==> src/rtl/echo_pkg.sv <==
// echo_pkg: shared display codes, segment constants and the hex glyph table
package echo_pkg;
  localparam logic [4:0] CODE_BLANK = 5'b00000;
  localparam logic [4:0] CODE_DASH = 5'b00001;
  localparam int VALID_BIT = 4;
  localparam logic [6:0] SEG_OFF = 7'b0000000;
  localparam logic [6:0] SEG_DASH = 7'b0000001;
  // abcdefg, a in bit 6
  localparam logic [6:0] GLYPH [16] = '{
    7'b1111110, 7'b0110000, 7'b1101101, 7'b1111001,
    7'b0110011, 7'b1011011, 7'b1011111, 7'b1110000,
    7'b1111111, 7'b1111011, 7'b1110111, 7'b0011111,
    7'b1001110, 7'b0111101, 7'b1001111, 7'b1000111
  };
endpackage

==> src/rtl/echo_codificador.sv <==
// echo_codificador: priority-encodes enable/dash/nibble into a registered 5-bit code
module echo_codificador
  import echo_pkg::*;
(
  input  logic clk,
  input  logic rst_n,
  input  logic RE,
  input  logic RS,
  input  logic A,
  input  logic B,
  input  logic C,
  input  logic D,
  output logic S1,
  output logic S2,
  output logic S3,
  output logic S4,
  output logic S5
);
  logic [4:0] code, q;
  always_comb code = !RE ? CODE_BLANK : RS ? CODE_DASH : {1'b1, A, B, C, D};
  always_ff @(posedge clk or negedge rst_n)
    if (!rst_n) q <= CODE_BLANK;
    else q <= code;
  assign {S1, S2, S3, S4, S5} = q;
endmodule

==> src/rtl/echo_display.sv <==
// echo_display: decodes the 5-bit display code into registered active-high segments
module echo_display
  import echo_pkg::*;
(
  input  logic clk,
  input  logic rst_n,
  input  logic SD1,
  input  logic SD2,
  input  logic SD3,
  input  logic SD4,
  input  logic SD5,
  output logic a,
  output logic b,
  output logic c,
  output logic d,
  output logic e,
  output logic f,
  output logic g
);
  logic [4:0] code;
  logic [6:0] seg, q;
  assign code = {SD1, SD2, SD3, SD4, SD5};
  always_comb seg = code[VALID_BIT] ? GLYPH[code[3:0]] : code == CODE_DASH ? SEG_DASH : SEG_OFF;
  always_ff @(posedge clk or negedge rst_n)
    if (!rst_n) q <= SEG_OFF;
    else q <= seg;
  assign {a, b, c, d, e, f, g} = q;
endmodule

==> src/rtl/echo_encoder_display.sv <==
// echo_encoder_display: two-stage switch-to-7-segment pipeline exposing the intermediate code
module echo_encoder_display (
  input  logic clk,
  input  logic rst_n,
  input  logic RE,
  input  logic RS,
  input  logic A,
  input  logic B,
  input  logic C,
  input  logic D,
  output logic S1,
  output logic S2,
  output logic S3,
  output logic S4,
  output logic S5,
  output logic a,
  output logic b,
  output logic c,
  output logic d,
  output logic e,
  output logic f,
  output logic g
);
  echo_codificador u_enc (
    .clk(clk), .rst_n(rst_n), .RE(RE), .RS(RS), .A(A), .B(B), .C(C), .D(D),
    .S1(S1), .S2(S2), .S3(S3), .S4(S4), .S5(S5)
  );
  echo_display u_disp (
    .clk(clk), .rst_n(rst_n), .SD1(S1), .SD2(S2), .SD3(S3), .SD4(S4), .SD5(S5),
    .a(a), .b(b), .c(c), .d(d), .e(e), .f(f), .g(g)
  );
endmodule

==> config.mk <==
export PLATFORM = sky130hd
export DESIGN_NAME = echo_encoder_display
export DESIGN_NICKNAME = d
export VERILOG_FILES = /design/src/rtl/echo_pkg.sv /design/src/rtl/echo_codificador.sv /design/src/rtl/echo_display.sv /design/src/rtl/echo_encoder_display.sv
export SDC_FILE = /design/constraint.sdc
export NUM_CORES = 1
export LEC_CHECK = 0
export CAP_MARGIN = 15
export CORE_MARGIN = 3
export CORE_UTILIZATION = 44
export CTS_BUF_LIST = sky130_fd_sc_hd__clkbuf_4 sky130_fd_sc_hd__clkbuf_8 sky130_fd_sc_hd__clkbuf_16
export CTS_CLUSTER_DIAMETER = 50
export CTS_CLUSTER_SIZE = 10
export DETAILED_ROUTE_END_ITERATION = 10
export PLACE_DENSITY = 0.76
export SETUP_SLACK_MARGIN = 0.3
export SLEW_MARGIN = 5
export SYNTH_ARGS = -nofsm -noshare
export SYNTH_HDL_FRONTEND = slang
export SYNTH_SLANG_ARGS = --single-unit
export TNS_END_PERCENT = 50
==> constraint.sdc <==
create_clock -name clk -period 1.6 [get_ports clk]
set_input_delay 0.4 -clock clk [delete_from_list [all_inputs] [get_ports clk]]
set_output_delay 0.4 -clock clk [all_outputs]
set_load 0.01 [all_outputs]
==> results.md <==
- Layout Skew: 0.001338 ns
- Synth top area share: 0.4678
- Worst path buffer plus inverter count: 1
- Worst skew pair latency: 0.27 ns
- Final number of setup-violating endpoints: 0
- Yosys Warn Count: 0
- Number of flops mapped to enable cells by yosys: 0
- Startpoint class of the critical path: flop
- Cell count after synthesis: 60
- Layout Area Growth over Synthesis: 45.42%
- DIE AREA: 1953 sq um
- CTS Buf Count: 3
- Final #Nets: 103
- Vias in the first global route: 516
- Placed Area: 849.6 sq um
- Final Max Tran Viols: 0
- Slew margin rel.: 0.6620
- Seq cells post-synth: 12
- Min cycle time layout: 1.302 ns
- Async set or reset register ratio after synthesis: 1.000
- Die Width: 44.20 um
- Total leakage power: 0.4347 nW
- Htree depth: 1
- Critical Path Max Stage Delay: 0.36 ns
- Max-cap violation count: 0
- Max Fclk: 768.1 MHz
- Worst setup path class: flop to output pin
- VDD IR max: 0.3699 mV
- Overall routing resource usage: 0.1413
- Worst path slowest cell: dfrtp_1
- Via Count: 529
- WL/cell: 12.09 um
- Area of the core: 1334 sq um
- RSZ-0062 raised after global routing: true
- Class of the worst hold path: input port to asynchronous set/reset pin
- CP Max Fanout: 1
- Yosys top cell by area: dfrtp_1
- Antenna diode count: 0
- Largest net degree at the start of global routing: 13
- Final WL: 1221 um
- Antenna viol nets, final: 0
- CTS root buf: clkbuf_4
- Die height: 44.20 um
- Syn_nets: 75
- IO buf count: 19
- First-pass GRT wire length: 2014 um
- Grt total ovfl: 0
- Initial core utilization: 0.4812
- Share of cells above drive strength 1: 0.2674
- Yosys cell types: 24
- Status: finished clean
- Vias per inst: 5.238
- Worst EP required: 1.20 ns
- Top_reg_cell synth: dfrtp_1
- TritonRoute pass-1 iters: 4
- Fin Setup TNS: 0 ns
- Final Hold Violating Endpoints: 0
- Clock transition at the registers of the reported paths: 0.07 ns
- Drt drc: 0
- Final Cycle Share: 0.8137
- Count leader, synth: dfrtp_1
- Register area share after synthesis: 0.4678
- Average footprint of a synthesized cell: 10.70 sq um
- Num ports: 20
- Initial antenna violation count: 0
- Std cell rows: 13
- Setup ws final: 0.2980 ns
- CTS tree: built
- Worst Max-Slew Pin Slew: 0.5054 ns
- Post-route core utilization: 0.6998
- Final non-filler cell total: 101
- Crit path cell chain: dlygate4sd2_1
- Inst Count DP: 94
- Critical Path Sink Type: output pin
- Area contributors post-synth: dfrtp_1, ha_1, o311a_1, o21ai_0, and2_1
- Max clock buf depth: 2
- GPL Wtd Cong: 0.8510
- Synth top cells by count: dfrtp_1, ha_1, o21ai_0, inv_1, nor2_1
- CP arrival: 0.90 ns
- Top Family by Delay on Critical Path: flip-flops
- Pwr dens: 695.3 nW/um^2
- Setup slack at placement: 0.1770 ns
- CTS sink cnt: 12
- Starting DRT DRC Count: 5
- Post-Syn Area: 641.9 sq um
- Hpwl dp: 868 um
- Finished Cell Area: 933.4 sq um
[cell type report]
| type | count | area (sq um) |
|---|---|---|
| Fill cell | 109 | 400.4 |
| Multi-Input combinational cell | 40 | 331.6 |
| Sequential cell | 12 | 301.5 |
| Timing Repair Buffer | 26 | 235.2 |
| Inverter | 5 | 23.77 |
| Clock buffer | 3 | 22.52 |
| Tap cell | 15 | 18.77 |
[metrics by stage]
step / hold WS (ns) / total power [mW]
final: 0.4630 / 0.6490
after global routing: 0.5075 / 0.6897
after CTS: 0.4905 / 0.6430
after detailed placement: 0.6044 / 0.4656
after global placement: 0.6026 / 0.4633
after floorplan: 0.1044 / 0.3969
[worst paths after layout]
| check | from | to | slack (ns) | cells after the start |
|---|---|---|---|---|
| setup / recovery | u_disp.q[4]$_DFF_PN0_ | c | 0.30 | 1 |
| hold / removal | rst_n | u_disp.q[2]$_DFF_PN0_ | 0.46 | 1 |
| setup reg to reg | u_enc.q[0]$_DFF_PN0_ | u_disp.q[6]$_DFF_PN0_ | 0.35 | 6 |
| hold reg to reg | u_enc.q[2]$_DFF_PN0_ | u_disp.q[1]$_DFF_PN0_ | 0.62 | 2 |
| max in group asynchronous | rst_n | u_enc.q[1]$_DFF_PN0_ | 0.77 | 1 |
| min in group clk | u_enc.q[2]$_DFF_PN0_ | u_disp.q[1]$_DFF_PN0_ | 0.62 | 2 |
[cells in the final DEF, fill, tap and decap left out, types with 2 or more instances in the layout]
master and n:
ha_4 2, nor2_1 4, o311a_1 3, a21oi_1 2, and2_1 3, dfrtp_1 11
buf_4 5, nand2b_1 2, o31ai_1 2, clkdlybuf4s50_1 7, nand2_1 2, nand3_1 2
dlygate4sd2_1 4, inv_1 2, o21ai_0 3, o21ai_1 2, clkdlybuf4s15_1 6, inv_4 2
clkbuf_4 3, buf_6 2, ha_1 2, ha_2 3
[registers in the layout, indices dropped and copies added (netlist names)]
| register | cells |
|---|---|
| u_disp.q | 7 |
| u_enc.q | 5 |
[timing repair]
item,4_1_cts,5_1_grt
hold buffers,0,0
setup endpoints to repair,17,13
cloned,0,0
gates resized for setup,21,17
buffers inserted,3,1
pin swaps,0,3
[power by group]
part           switching, mW  internal, mW
combinational         0.0667        0.0730
clock                 0.0952        0.0872
sequential           0.00642         0.320
total                  0.168         0.481
[per-layer routing]
layer / track usage / wire (um) / vias to the layer above
met3: 0.03659 / 93 / 4
met2: 0.2587 / 604 / 24
li1: - / - / 259
met4: 0.07229 / 26 / 0
met1: 0.1458 / 497 / 242
met5: 0 / 0 / -
[logic make-up (layout without fill, tap and decap cells)]
group,count (synthesis),in the layout,synth area share
AO/OA/AOI/OAI,16,16,0.1735
flip-flops,12,12,0.4678
adder cells (fa/ha/maj),7,7,0.1364
buffers and inverters,8,34,0.06626
AND/OR/NAND/NOR,17,17,0.1560
No activity file was read; power rests on OpenSTA's default activity.
